===== config.mk =====
export PLATFORM = sky130hd
export DESIGN_NAME = button_debouncer
export DESIGN_NICKNAME = d
export VERILOG_FILES = /design/src/rtl/button_debouncer.sv
export SDC_FILE = /design/constraint.sdc
export NUM_CORES = 1
export LEC_CHECK = 0
export CAP_MARGIN = 10
export CORE_ASPECT_RATIO = 0.9
export CORE_MARGIN = 5
export CORE_UTILIZATION = 53
export DETAILED_ROUTE_END_ITERATION = 10
export PLACE_DENSITY = 0.71
export SLEW_MARGIN = 10
export SYNTH_ARGS = -nofsm -noshare
export SYNTH_HDL_FRONTEND = slang
export SYNTH_SLANG_ARGS = --single-unit

===== constraint.sdc =====
create_clock -name clk -period 3.48 [get_ports clk]
set_clock_uncertainty 0.2 [all_clocks]
set_input_delay 0.696 -clock clk [delete_from_list [all_inputs] [get_ports clk]]
set_output_delay 0.696 -clock clk [all_outputs]
set_load 0.05 [all_outputs]

===== src/rtl/button_debouncer.sv =====
// button_debouncer
//   Turns a raw, bouncing, asynchronous push-button pad into a clean debounced
//   level plus one-cycle press / release / long-press event pulses. The level
//   (or the rise pulse) is intended to drive the T input of the downstream
//   edge-triggered toggle stage, so one physical press gives one toggle.
//
// Ports
//   clk        in   system clock
//   rst        in   asynchronous reset, active low
//   btn_raw    in   raw asynchronous button pad
//   btn_level  out  debounced pressed level (1 = pressed), registered
//   btn_rise   out  one-cycle pulse when a press is accepted
//   btn_fall   out  one-cycle pulse when a release is accepted
//   btn_long   out  one-cycle pulse once a press has been held LONG_CYCLES
module button_debouncer #(
    parameter int CNT_WIDTH       = 24,
    parameter int DEBOUNCE_CYCLES = 1000000,
    parameter int LONG_CYCLES     = 10000000,
    parameter bit ACTIVE_LOW      = 1'b0
) (
    input  logic clk,
    input  logic rst,
    input  logic btn_raw,
    output logic btn_level,
    output logic btn_rise,
    output logic btn_fall,
    output logic btn_long
);

    typedef enum logic [1:0] {
        IDLE      = 2'd0,
        WAIT_HIGH = 2'd1,
        PRESSED   = 2'd2,
        WAIT_LOW  = 2'd3
    } state_t;

    localparam logic [CNT_WIDTH-1:0] DEB_LAST  = CNT_WIDTH'(DEBOUNCE_CYCLES - 1);
    localparam logic [CNT_WIDTH-1:0] LONG_LAST = CNT_WIDTH'(LONG_CYCLES - 1);
    localparam logic [CNT_WIDTH-1:0] LONG_MAX  = CNT_WIDTH'(LONG_CYCLES);
    localparam logic [CNT_WIDTH-1:0] CNT_ONE   = CNT_WIDTH'(1);

    logic                 w_pad;
    logic                 w_s;
    logic                 r_sync_p0;
    logic                 r_sync_p1;

    state_t               r_state;
    state_t               w_state_next;
    logic [CNT_WIDTH-1:0] r_cnt;
    logic [CNT_WIDTH-1:0] w_cnt_next;
    logic [CNT_WIDTH-1:0] r_hold;
    logic [CNT_WIDTH-1:0] w_hold_next;
    logic                 w_level_next;
    logic                 w_rise_next;
    logic                 w_fall_next;
    logic                 w_long_next;

    // Polarity is folded in before the synchronizer so everything downstream
    // sees 1 = pressed.
    assign w_pad = btn_raw ^ ACTIVE_LOW;

    // Stage p0 -> p1: two-flop synchronizer for the asynchronous pad
    always_ff @(posedge clk or negedge rst) begin
        if (!rst) begin
            r_sync_p0 <= 1'b0;
            r_sync_p1 <= 1'b0;
        end else begin
            r_sync_p0 <= w_pad;
            r_sync_p1 <= r_sync_p0;
        end
    end

    assign w_s = r_sync_p1;

    // State, counters and registered outputs
    always_ff @(posedge clk or negedge rst) begin
        if (!rst) begin
            r_state   <= IDLE;
            r_cnt     <= '0;
            r_hold    <= '0;
            btn_level <= 1'b0;
            btn_rise  <= 1'b0;
            btn_fall  <= 1'b0;
            btn_long  <= 1'b0;
        end else begin
            r_state   <= w_state_next;
            r_cnt     <= w_cnt_next;
            r_hold    <= w_hold_next;
            btn_level <= w_level_next;
            btn_rise  <= w_rise_next;
            btn_fall  <= w_fall_next;
            btn_long  <= w_long_next;
        end
    end

    // Next-state logic
    always_comb begin
        w_state_next = r_state;
        case (r_state)
            IDLE: begin
                if (w_s) w_state_next = WAIT_HIGH;
            end
            WAIT_HIGH: begin
                if (!w_s)                 w_state_next = IDLE;
                else if (r_cnt == DEB_LAST) w_state_next = PRESSED;
            end
            PRESSED: begin
                if (!w_s) w_state_next = WAIT_LOW;
            end
            WAIT_LOW: begin
                if (w_s)                  w_state_next = PRESSED;
                else if (r_cnt == DEB_LAST) w_state_next = IDLE;
            end
            default: w_state_next = IDLE;
        endcase
    end

    // Counter and output-next logic. The IDLE/WAIT entries preload cnt = 1 so
    // the edge that first sees the new level counts as the first stable cycle.
    always_comb begin
        w_cnt_next   = r_cnt;
        w_hold_next  = r_hold;
        w_level_next = btn_level;
        w_rise_next  = 1'b0;
        w_fall_next  = 1'b0;
        w_long_next  = 1'b0;
        case (r_state)
            IDLE: begin
                w_level_next = 1'b0;
                w_cnt_next   = w_s ? CNT_ONE : '0;
            end
            WAIT_HIGH: begin
                if (!w_s) begin
                    w_cnt_next = '0;
                end else if (r_cnt == DEB_LAST) begin
                    w_cnt_next   = '0;
                    w_hold_next  = '0;
                    w_level_next = 1'b1;
                    w_rise_next  = 1'b1;
                end else begin
                    w_cnt_next = r_cnt + CNT_ONE;
                end
            end
            PRESSED: begin
                if (!w_s) begin
                    w_cnt_next = CNT_ONE;
                end else if (r_hold == LONG_LAST) begin
                    // Single crossing into saturation: the only place btn_long fires
                    w_hold_next = LONG_MAX;
                    w_long_next = 1'b1;
                end else if (r_hold != LONG_MAX) begin
                    w_hold_next = r_hold + CNT_ONE;
                end
            end
            WAIT_LOW: begin
                // hold is deliberately left untouched here so a release glitch
                // does not restart the long-press timer
                if (w_s) begin
                    w_cnt_next = '0;
                end else if (r_cnt == DEB_LAST) begin
                    w_cnt_next   = '0;
                    w_hold_next  = '0;
                    w_level_next = 1'b0;
                    w_fall_next  = 1'b1;
                end else begin
                    w_cnt_next = r_cnt + CNT_ONE;
                end
            end
            default: begin
                w_cnt_next   = '0;
                w_hold_next  = '0;
                w_level_next = 1'b0;
            end
        endcase
    end

endmodule


### Word-level counts from Yosys, hierarchy flattened

Cells that the tools add are included.

* muxes and demuxes: 33
* $add $sub $neg: 2
* reductions and logical operators: 6
* equality and inequality tests: 16

Operator list (number)
* $mux W24: 10
* $pmux W24 S4: 1
* $pmux W24 S3: 1
* $add A24 B1 Y24 const B: 2
* $eq A24 B20 Y1 const B: 1
* $eq A24 B24 Y1 const B: 1
* $ne A24 B24 Y1 const B: 1
* $ne A2 B2 Y1 const B: 7
* $mux W1: 13
* $mux W2: 6
* $reduce_and A5 Y1: 2
* $ne A3 B3 Y1 const B: 3
* $pmux W2 S4: 1
* $reduce_bool A3 Y1: 2
* $eq A2 B2 Y1 const B: 2
* $reduce_and A4 Y1: 1
* $pmux W1 S3: 1
* $eq A2 B1 Y1 const B: 1
* $logic_not A2 Y1: 1

* output and inout port bits: 4
* register bits after elaboration: 56
* bits of input ports: 3

### Longest topological paths before layout

Gate-level depths: netlist of run 1.

* depth in word-level cells: 5
* mapped depth: 8
* gate-level depth less buffers: 6

### Worst setup path before layout of run 1

No wires, ideal clock.

* kind: reg2reg
* start point: register r_hold[16]
* end point: register r_hold[11]
* path slack: 1.095 ns
* period minus slack after synthesis: 2.385 ns
* stages on the path, launching flop included: 6
* path buffers: 0
* arrival time: 2.059 ns
* cells stage by stage: dfrtp_1 > or4_4 > nor4_4 > o21ai_2 > and2_4 > a221o_1

* word-level cells in the longest chain between the ends: 4

RTL lines
* start, declared: RTL line 51 `logic [CNT_WIDTH-1:0] r_hold;`
* start signal, assigned: RTL line 88 `r_hold <= w_hold_next;`
* $eq A24 B24 Y1: RTL line 147 `end else if (r_hold == LONG_LAST) begin`
* $mux W24: RTL line 147
* $mux W24: RTL line 145 `if (!w_s) begin`
* $pmux W24 S3: RTL line 127 `case (r_state)`

Parallel ways exist; a longest one is shown, timed or not. The select of a mux whose other input is x is not followed.
A chain may end at the register's enable or synchronous reset.

### Worst setup path after layout of run 1

Same ends and word-level chain as after synthesis.

==> results of run 1 <==
## worst min path at each step
| stage | slack (ns) | endpoint | start | depth (start not counted) |
|---|---|---|---|---|
| after detailed placement | 0.14 | r_sync_p1 | r_sync_p0 | 0 |
| after CTS | 0.16 | r_sync_p1 | r_sync_p0 | 0 |
| after global placement | 0.14 | r_sync_p1 | r_sync_p0 | 0 |
| final | 0.16 | r_sync_p1 | r_sync_p0 | 0 |
| after global routing | 0.19 | r_sync_p1 | r_sync_p0 | 0 |
| after floorplan | 0.13 | r_sync_p1 | r_sync_p0 | 0 |
## state kept, by name, indices dropped and copies added, names as in the netlist, named ones only
signal     cells
btn_fall       1
btn_level      1
btn_long       1
btn_rise       1
r_cnt         24
r_hold        24
r_state        1
r_sync_p0      1
r_sync_p1      1
## final cells by class
type / count / share of cell area
multi-input combinational: 262 / 0.493
tap: 70 / 0.0261
inverter: 5 / 0.00559
sequential: 56 / 0.417
clock buffer: 5 / 0.0205
timing repair buffer: 14 / 0.0343
clock inverter: 2 / 0.00373
## cells in the mapped netlist (2+ instances only)
cell,instances,area (sq um)
mux2i_1,5,50.1
and2_4,2,17.5
and3_2,2,15.0
nand4_1,20,125
a21o_2,2,17.5
nor3b_1,3,22.5
or4b_1,2,20.0
and2_1,4,25.0
o2bb2ai_1,2,17.5
nand2b_1,4,25.0
a31oi_1,8,50.1
xor2_1,12,105
nor3_1,13,65.1
buf_6,3,33.8
a21oi_1,13,65.1
nor4_1,4,25.0
ha_1,3,37.5
and4_1,4,35.0
nand3b_1,5,37.5
inv_1,5,18.8
dfrtp_1,56,1400
and3_1,11,68.8
nand2_1,25,93.8
nor2_1,30,113
clkbuf_1,11,41.3
nor4b_1,2,17.5
a221o_1,4,40.0
or3_1,3,18.8
o211ai_1,4,30.0
xnor2_1,2,17.5
nand3_1,32,160
o21ai_0,8,40.0
a21oi_2,2,17.5
a22oi_1,5,37.5
a211o_1,4,35.0
## power breakdown
group,leakage (nW),internal (W),switching [W]
combinational,0.613,0.0000110,0.0000236
sequential,0.773,0.000657,0.0000109
clock,0.0400,0.000137,0.000208
## stage by stage
step | setup WS [ns] | utilization | hold slack [ns]
final | 0.770 | 0.587 | 0.161
after global routing | 0.461 | 0.587 | 0.189
after CTS | 0.792 | 0.587 | 0.163
after detailed placement | 0.808 | 0.572 | 0.140
after global placement | 0.829 | 0.572 | 0.141
after floorplan | 1.10 | - | 0.131
## worst max-delay path: cells and delay by family, from the launching register on
kind,cells,cell delay (ns)
and+or+nand+nor,3,1.38
AOI/OAI and AO/OA,2,0.62
DFF,1,0.44
## cells in the final DEF (no fill, tap or decap), drive strengths merged, types with 10 or more instances in the layout
cell type | netlist | final
a21oi | 15 | 15
and3 | 13 | 13
dfrtp | 56 | 56
nand2 | 26 | 26
nand3 | 33 | 33
nand4 | 20 | 20
nor2 | 30 | 30
nor3 | 13 | 13
o21ai | 10 | 10
xor2 | 12 | 12
## kinds of logic after synthesis
group | synth area share
fa+ha+maj | 0.0119
buf+inv | 0.0313
simple gates | 0.317
compound gates | 0.137
mux | 0.0194
xor+xnor | 0.0389
flops | 0.444
## layer usage
layer / up-vias / global-route usage
li1: 1274 / -
met1: 1272 / 0.294
met2: 89 / 0.264
met3: 6 / 0.0380
met4: 0 / 0.0333
met5: - / 0
==> out/metrics.csv, run 1 <==
stage,metric,value,unit
floorplanning,Initial Util,0.551,
detailed_routing,DRT antenna net count,0,
clock_network,clock latency on the worst-skew pair,0.30,ns
place,DP Area,3280,sq um
finish,Total Nets Final,350,
finish,non-filler instance count after layout,414,
critical_path,flop-to-flop setup slack,0.77,ns
clock_network,Clock Sinks,56,
timing,Slew HR,0.572,
min_path,Tightest Hold Check Type,reg -> reg,
place,Port Buffers,6,
detailed_routing,top sig layer,met4,
finish,# fillers,495,
synthesis,Mapped Nets,344,
clock_network,clk slew on worst S/H paths,0.10,ns
timing,fin. max-slew vios,0,
timing,fmax,369,MHz
critical_path,R2R cell count,5,
timing,Tmin final,2.71,ns
detailed_routing,DRC viols,0,
timing,final hold vios,0,
detailed_routing,drt first-iter violations,272,
finish,fraction of layout cells with a size suffix above 1,0.0959,
detailed_routing,WL met2,2930,um
pwr,Static Leak,1.43,nW
floorplanning,# rows,26,
grt,vias in the first global route,2428,
synthesis,number of synthesized flops with an enable pin,0,
clock_network,TritonCTS clock tree,built,
floorplanning,Vert. Die Dim,83.2,um
detailed_routing,routed length per instance,16.4,um
clock_network,htree depth,2,
status,outcome,"complete, no violations",
finish,design area,3360,sq um
clock_network,CTS root buf,clkbuf_8,
floorplanning,full die area,7600,sq um
synthesis,async set-reset flop share out of synthesis,1.00,
detailed_routing,via count,2641,
clock_network,CTS Buf Count,5,
critical_path,crit path from,r_hold[16],
finish,n_diodes,0,
critical_path,Worst Setup End Kind,flip-flop,
synthesis,Synth Flop Type,dfrtp_1,
grt,first-pass GRT wire length,12000,um
timing,Setup Viol. Count Final,0,
pwr,total power,0.00105,W
critical_path,crit-path cells,or4_4 > nor4_4 > a21o_2 > and2_4 > a221o_1,
detailed_routing,Vias/cell,6.38,
place,dpl cells,407,
timing,Setup TNS,0,ns
critical_path,Critical Path End,r_hold[11],
critical_path,Max Fanout on Critical Path,18,
timing,worst-margin pin slew,0.643,ns
critical_path,Worst R2R Start,r_hold[16],
synthesis,Seq cells post-synth,56,
floorplanning,IO Pins,7,
place,hpwl dp,4800,um
finish,area of the multi-input gates,1650,sq um
job,max_cap viols,0,
floorplanning,Core ar.,5730,sq um
detailed_routing,Pre-antenna DRT Iters,5,
synthesis,Post-Synthesis Cells,338,
pwr,worst vdd ir,0.231,mV
floorplanning,Die Wd,91.3,um
grt,residual overflow from global routing,0,
place,GPL Wtd Cong,0.882,
finish,Seq. cell area,1400,sq um
synthesis,mapped cell area,3150,sq um
critical_path,WS Path Type,reg -> reg,
clock_network,post-cts sizing count,0,
clock_network,Hold Buf Count CTS,0,
detailed_routing,Routed WL,6810,um
grt,pin count of the biggest net entering global routing,30,
grt,GRT Overall Usage,0.186,
detailed_routing,M1 WL,3420,um
critical_path,Worst Path Required,3.52,ns
pwr,pwr/cell area,312,nW/um^2
critical_path,CP max-delay cell,or4_4,
clock_network,Post-CTS Setup Repair Bufs,0,
synthesis,post-synthesis sequential area ratio,0.444,
clock_network,clock tree buffer depth,2,
critical_path,crit path DAT,2.75,ns
grt,initial antenna violation count,0,
timing,Final Cycle Share,0.779,
critical_path,CP Launch Type,flip-flop,
synthesis,library cells used by synthesis,58,
synthesis,synthesized area per cell,9.33,sq um
timing,RSZ-0062 raised after global routing,false,
synthesis,synth warn,0,
detailed_routing,Met3 Wirelength,410,um
finish,area grow syn2layout,6.47,%
critical_path,Worst R2R End,r_hold[11],
critical_path,CP peak stage delay,0.56,ns
Power figures use the tool's default switching activity.
==> inputs of run 2 (changes only) <==
==> constraint.sdc (replaced) <==
create_clock -name clk -period 2.7 [get_ports clk]
set_clock_uncertainty 0.2 [all_clocks]
set_input_delay 0.54 -clock clk [delete_from_list [all_inputs] [get_ports clk]]
set_output_delay 0.54 -clock clk [all_outputs]
set_load 0.05 [all_outputs]
==> out/metrics.csv, run 2 (synthesis results as in run 1) <==
stage,metric,value,unit
critical_path,crit path DAT,2.53,ns
min_path,Tightest Hold Check Type,in -> async,
finish,fraction of layout cells with a size suffix above 1,0.111,
grt,pin count of the biggest net entering global routing,31,
critical_path,crit-path cells,or4b_1 > nor4_4 > buf_4 > buf_4 > o21ai_2 > and2_4 > a221o_1,
clock_network,clk slew on worst S/H paths,0.10,ns
floorplanning,full die area,7600,sq um
finish,fin util,0.602,
critical_path,CP Launch Type,flip-flop,
finish,"commonest non-fill, non-tap cell in the layout",dfrtp_1,
clock_network,clock latency on the worst-skew pair,0.31,ns
critical_path,"Top cell by count, worst path",buf_4,
pwr,pwr/cell area,418,nW/um^2
pwr,worst vdd ir,0.362,mV
detailed_routing,routed length per instance,16.6,um
timing,hold slack,0.0306,ns
pwr,Static Leak,1.48,nW
finish,Total Nets Final,357,
grt,vias in the first global route,2511,
finish,area grow syn2layout,9.28,%
finish,n_diodes,0,
detailed_routing,via count,2682,
detailed_routing,Vias/cell,6.39,
critical_path,CP peak stage delay,0.59,ns
grt,routing usage on met2,0.288,
place,hpwl dp,4850,um
critical_path,Max Fanout on Critical Path,8,
timing,Setup Viol. Count Final,0,
detailed_routing,Pre-antenna DRT Iters,5,
floorplanning,# rows,26,
place,GPL Wtd Cong,0.890,
critical_path,CP max-delay cell,or4b_1,
timing,worst-margin pin slew,0.632,ns
critical_path,Worst Setup End Kind,flip-flop,
grt,met3 Use GR,0.0307,
clock_network,htree depth,2,
clock_network,Hold Buf Count CTS,0,
clock_network,TritonCTS clock tree,built,
timing,fmax,396,MHz
status,outcome,"complete, no violations",
timing,Final Cycle Share,0.936,
floorplanning,Initial Util,0.551,
place,Port Buffers,6,
finish,design area,3450,sq um
grt,initial antenna violation count,0,
grt,first-pass GRT wire length,12400,um
critical_path,WS Path Type,reg -> reg,
place,DP Area,3320,sq um
timing,fin. max-slew vios,0,
grt,residual overflow from global routing,0,
timing,Setup TNS,0,ns
detailed_routing,drt first-iter violations,225,
job,max_cap viols,0,
clock_network,Clock Sinks,56,
timing,RSZ-0062 raised after global routing,false,
grt,GRT Overall Usage,0.195,
detailed_routing,Routed WL,6960,um
timing,Slew HR,0.579,
grt,GR Util met1,0.299,
detailed_routing,DRT antenna net count,0,
floorplanning,Die Wd,91.3,um
finish,"commonest non-fill, non-tap cells in the layout","56 x dfrtp_1, 32 x nand3_1, 30 x nor2_1",
clock_network,CTS Buf Count,5,
floorplanning,Vert. Die Dim,83.2,um
grt,busiest grt layer,met1,
detailed_routing,DRC viols,0,
clock_network,CTS root buf,clkbuf_8,
finish,Largest regs,"r_cnt: 24 flops, r_hold: 24 flops",
critical_path,Worst Path Required,2.70,ns
timing,final hold vios,0,
floorplanning,Core ar.,5730,sq um
clock_network,clock tree buffer depth,2,
floorplanning,IO Pins,7,
timing,Tmin final,2.53,ns
[run 2: cell types whose count changed in the layout (fill, tap and decap cells not counted), sizes merged]
cell	previous run	this run
clkinvlp	1	0
bufinv	0	1
buf	9	16
clkinv	1	0
[run 2: final cells by class]
class | instances | area [sq um]
Clock buffer | 5 | 68.8
Timing Repair Buffer | 21 | 180
Fill cell | 483 | 2280
Sequential cell | 56 | 1400
Tap cell | 70 | 87.6
Inverter | 5 | 18.8
Multi-Input combinational cell | 262 | 1660
Clock inverter | 1 | 30.0
[run 2: worst paths after layout]
| check | from | end | slack [ns] | cells after the start |
|---|---|---|---|---|
| max | r_hold[8] | r_hold[11] | 0.17 | 7 |
| min | rst | r_hold[22] | 0.03 | 1 |
| max reg2reg | r_hold[8] | r_hold[11] | 0.17 | 7 |
| min reg2reg | r_sync_p0 | r_sync_p1 | 0.16 | 0 |
| max in group asynchronous | rst | btn_level | 1.67 | 2 |
| min in group clk | r_sync_p0 | r_sync_p1 | 0.16 | 0 |
[run 2: critical path: cells and delay by family, from the launching register on]
kind                   cells  cell delay, ns
AO/OA/AOI/OAI              2            0.36
buffers and inverters      2            0.32
flip-flops                 1            0.47
AND/OR/NAND/NOR            3            1.05
[run 2: metrics by stage]
stage          cells  total power (W)  worst slack, ns
2_1_floorplan    338         0.000896            0.315
3_3_place_gp     411         0.000926           0.0979
3_5_place_dp     411         0.000926           0.0219
4_1_cts          417          0.00146           0.0231
5_1_grt          420          0.00150           0.0947
6_report         420          0.00144            0.173
[run 2: power by group]
group | internal [W] | switching [W]
Combinational | 0.0000162 | 0.0000314
Sequential | 0.000847 | 0.0000133
Clock | 0.000267 | 0.000267
[run 2: timing repair]
| action | CTS | global route |
|---|---|---|
| buffers inserted | 0 | 3 |
| hold endpoints to repair | 0 | 0 |
| resized for setup | 0 | 1 |
| endpoints found under the setup margin | 0 | 16 |
[run 2: routing by layer]
layer,vias to the layer above,part of all wire
li1,1290,-
met1,1327,0.51
met2,58,0.45
met3,7,0.034
met4,0,0.0099
met5,-,0
==> patch 1, RTL diff (settings of run 1) <==
Reset style: synchronous (`rst`), changed in 2 clocked blocks. Comments in the files are not updated.
--- a/src/rtl/button_debouncer.sv
+++ b/src/rtl/button_debouncer.sv
@@ -60,7 +60,7 @@
     assign w_pad = btn_raw ^ ACTIVE_LOW;
 
     // Stage p0 -> p1: two-flop synchronizer for the asynchronous pad
-    always_ff @(posedge clk or negedge rst) begin
+    always_ff @(posedge clk) begin
         if (!rst) begin
             r_sync_p0 <= 1'b0;
             r_sync_p1 <= 1'b0;
@@ -73,7 +73,7 @@
     assign w_s = r_sync_p1;
 
     // State, counters and registered outputs
-    always_ff @(posedge clk or negedge rst) begin
+    always_ff @(posedge clk) begin
         if (!rst) begin
             r_state   <= IDLE;
             r_cnt     <= '0;
Check against the original RTL: same outputs for any inputs over 10 cycles, from zero or initial values and one cycle with rst low; that may be too few to reach the edited logic, so the function may still have changed.
==> patch 1 against run 1 <==
- non-clock buffer count decreased by 4
- synthesized area is 3.7% lower
- first-iteration DRC count rose by 9.9%
- hold slack improved by 0.087 ns
- via count rose by 9.7%
- sequential cell count is the same
- maximum frequency is 4.3% higher
- setup slack better by 0.11 ns
- critical path depth stayed put
- routed wire length up 5.3%
- final area shrank 2.6%
- largest cell class unchanged
Power is not compared: it rests on default switching activity, and its combinational part moved more than twofold at a synthesized area within 25%.
==> patch 1: results (changes against run 1) <==
[min_path]
hold_end=r_sync_p1
min_delay_path_depth=1  ; +1
worstHoldStart=r_sync_p0

[clock_tree]
clk_latency_ns=0.32  ; +0.02 ns

[drt]
viasPerCell=6.58  ; +3.2%
drtPass1Iterations=6  ; +1
wl_per_cell_um=16.3  ; -0.95%

[critical_path]
cpLargestDelayFamily=compound AO/OA/AOI/OAI gates
slowest_delay_ns=0.82  ; +0.26 ns
r2r-end=r_hold[15]
arrival_ns=2.62  ; -0.13 ns
crit_fanout=27  ; +9
cp_slowest_cell=a21oi_2

[grt]
use_met1=0.291  ; -0.00378
met3_usage=0.0385  ; +0.000487
met2_usage=0.303  ; +0.0385
grt_max_degree=28  ; -6.7%
grt_pass1_wl_um=12200  ; +1.8%

[finish]
nets=375  ; +7.1%
num-nonclk-inverters=12  ; +7
num-nonclk-buffers=10  ; -4
regArea_um2=1120  ; -20%
design_area_um2=3270  ; -2.6%
stdcell_count=440  ; +6.3%
clkCellAreaFrac=0.0421  ; +0.0179
layout-drive-gt1-share=0.0676  ; -0.0284
multi_input_comb_area_um2=1790  ; +8.1%

[place]
place_inst=432  ; +6.1%
place_area_um2=3130  ; -4.4%
dpl_worst_slack_ns=0.920  ; +0.112 ns
finalWeightedCongestion=0.920  ; +4.4%

[synth]
yosysSeqAreaShare=0.369  ; -0.0751
synth-async-reset-ratio=0  ; -1.00
avgSynthCellArea_um2=8.21  ; -12%
synth.area.top_cells=dfxtp_1 37%, xnor2_1 4.9%, a21oi_1 4.4%, nor2_1 3.7%, nand3_1 3.6%
synth_cell_types=53  ; -8.6%

[status]
status=completed

==> patch 1: worst max-delay path by stage <==
| stage | slack [ns] | endpoint | startpoint | cells after the start |
|---|---|---|---|---|
| 2_1_floorplan | 1.39 | r_hold[14] | r_hold[0] | 6 |
| 3_3_place_gp | 0.95 | r_hold[13] | rst | 5 |
| 3_5_place_dp | 0.92 | r_hold[13] | rst | 5 |
| 4_1_cts | 0.93 | r_hold[3] | r_cnt[9] | 5 |
| 5_1_grt | 0.65 | r_hold[20] | r_cnt[16] | 5 |
| 6_report | 0.88 | r_hold[15] | r_cnt[17] | 5 |
==> patch 1: logic make-up (layout without fill, tap and decap cells) <==
logic type,count (synthesis),in the layout,share of synthesized area
AND/OR/NAND/NOR,176,176,0.339
AO/OA/AOI/OAI,84,84,0.176
flip-flops,56,56,0.369
buffers and inverters,30,30,0.0420
XOR/XNOR,20,20,0.0577
adder cells (fa/ha/maj),3,3,0.0124
multiplexers,1,1,0.00330
==> patch 2, RTL diff (flow settings as in run 1) <==
Without the edit above. `CNT_WIDTH`: 24 -> 20.
--- a/src/rtl/button_debouncer.sv
+++ b/src/rtl/button_debouncer.sv
@@ -13,7 +13,7 @@
 //   btn_fall   out  one-cycle pulse when a release is accepted
 //   btn_long   out  one-cycle pulse once a press has been held LONG_CYCLES
 module button_debouncer #(
-    parameter int CNT_WIDTH       = 24,
+    parameter int CNT_WIDTH       = 20,
     parameter int DEBOUNCE_CYCLES = 1000000,
     parameter int LONG_CYCLES     = 10000000,
     parameter bit ACTIVE_LOW      = 1'b0
Check against the original RTL: no difference found for any inputs over 10 cycles, from zero or initial values and one cycle with rst low; that may be too few to reach the edited logic, so the function may still have changed.
==> patch 2 against run 1 <==
- setup slack improved by 0.16 ns
- sequential cell count fell by 8
- core utilization grew 0.78 points
- hold slack improved by 0.0015 ns
- synthesized area shrank 14%
- final area decreased by 13%
- sequential share of layout area decreased by 0.44 points
- routed wire length down 17%
- combinational power decreased by 24%
- count of clock-buffer cells in the layout is 1 higher
- critical path depth unchanged
- power is 3.3% lower
- critical path type unchanged
- critical endpoint unchanged
- largest power group unchanged
==> patch 2: results (changes against run 1) <==
[clock_tree]
htreeDepth=2  ; unchanged
path_clk_slew_ns=0.09
post-cts-setup-buffer-count=0  ; unchanged
clk_latency_ns=0.30  ; about the same
cts_buffers=5  ; unchanged
clockBufferDepth=2  ; unchanged
root_buffer=clkbuf_8
cts_resized=0  ; unchanged

[synth]
synth-async-reset-ratio=1.00  ; unchanged
synth_mux_area_frac=0  ; -0.0194
synth.area.top_cells=dfrtp_1 44%, nand3_1 4.1%, nand2_1 3.6%, nor2_1 3.6%, nand4_1 3.5%
yosysSeqAreaShare=0.444  ; about the same
synth_compound_area_frac=0.151  ; +0.0141
synth_cells=287  ; -15%
synth_cell_types=52  ; -10%
synthTopCellsByCount=48 x dfrtp_1, 26 x nand2_1, 26 x nor2_1, 22 x nand3_1, 15 x nand4_1
synth-xor-area-share=0.0389  ; about the same
yosys_warnings=0  ; unchanged
synthAdderAreaFrac=0.0139  ; +0.00199

[grt]
grt_antenna_before_repair=0  ; unchanged
first_global_vias=2080  ; -14%
grt_max_degree=49  ; +63%
grtUsageTotal=0.189  ; +0.00294
grt_pass1_wl_um=10200  ; -15%

[drt]
drt_iter0_drc=175  ; -36%
drtPass1Iterations=4  ; -1
viasPerCell=6.13  ; -3.8%
wl_per_cell_um=15.9  ; -3.1%
wl_um=5680  ; -17%

[place]
place_hpwl_um=4060  ; -15%
io_buffers=6  ; unchanged
place_inst=348  ; -14%
dpl_worst_slack_ns=0.949  ; +0.141 ns
finalWeightedCongestion=0.874  ; -0.86%

[finish]
antenna_cells=0  ; unchanged
nets=296  ; -15%
fillers=439  ; -11%
layout-drive-gt1-share=0.0859  ; -0.0100
top_regs=r_cnt (20), r_hold (20)

[critical_path]
cp_slowest_cell=or4b_4
slowest_delay_ns=0.55
arrival_ns=2.60  ; -0.15 ns
crit_fanout=14  ; -4

[pwr]
peakVddDrop_mv=0.364  ; +57%
power.switching_mw=0.211  ; -13%
p_leak_nw=1.25  ; -13%

[sta]
worstMarginPinSlew_ns=1.05  ; +0.407 ns
setup_tns_ns=0  ; unchanged

[status]
status=completed

[min_path]
hp-class=reg -> reg

[patch 2: cells by family after synthesis]
| group | after synthesis |
|---|---|
| AND/OR/NAND/NOR | 146 |
| XOR/XNOR | 12 |
| AO/OA/AOI/OAI | 57 |
| buffers and inverters | 21 |
| flip-flops | 48 |
| adder cells (fa/ha/maj) | 3 |
[patch 2: power by group through the flow]
stage | combinational [mW] | sequential [mW] | clock, mW
3_5_place_dp | 0.0275 | 0.575 | 0
5_1_grt | 0.0315 | 0.565 | 0.470
2_1_floorplan | 0.0106 | 0.574 | 0
6_report | 0.0264 | 0.564 | 0.423
3_3_place_gp | 0.0268 | 0.575 | 0
4_1_cts | 0.0276 | 0.564 | 0.439
[patch 2: per-stage QoR]
stage	cell area, um^2	hold slack [ns]
2_1_floorplan	2700	0.131
3_3_place_gp	2790	0.138
3_5_place_dp	2790	0.145
4_1_cts	2910	0.167
5_1_grt	2910	0.188
6_report	2910	0.163
[patch 2: path summary, 6_finish.rpt]
kind	startpoint	endpoint	slack [ns]	depth (start not counted)
min in group asynchronous	rst	r_hold[19]	0.38	1
max in group asynchronous	rst	r_cnt[12]	2.06	1
worst min register to register	r_sync_p0	r_sync_p1	0.16	0
worst max register to register	r_hold[13]	r_hold[11]	0.93	5
worst min-delay path	r_sync_p0	r_sync_p1	0.16	0
worst max-delay path	r_hold[13]	r_hold[11]	0.93	5
[patch 2: cell type report]
type                    count  area share
multi-input cells         218       0.482
inverters                   9      0.0116
clock inverters             2      0.0133
flip-flops and latches     48       0.413
clock buffers               6      0.0284
well taps                  65      0.0280
repair buffers              8      0.0241
[patch 2: worst max-delay path, delay by kind of cell, from the launching register on]
kind             cells  cell delay [ns]
AND/OR/NAND/NOR      3             1.28
AO/OA/AOI/OAI        2             0.54
flip-flops           1             0.47
[patch 2: per-layer routing]
metal	routed length, um	GRT usage	up-vias
met5	0	0	-
met2	2380	0.266	39
met4	40	0.0443	0
met3	249	0.0350	5
li1	-	-	1075
met1	3000	0.300	1065
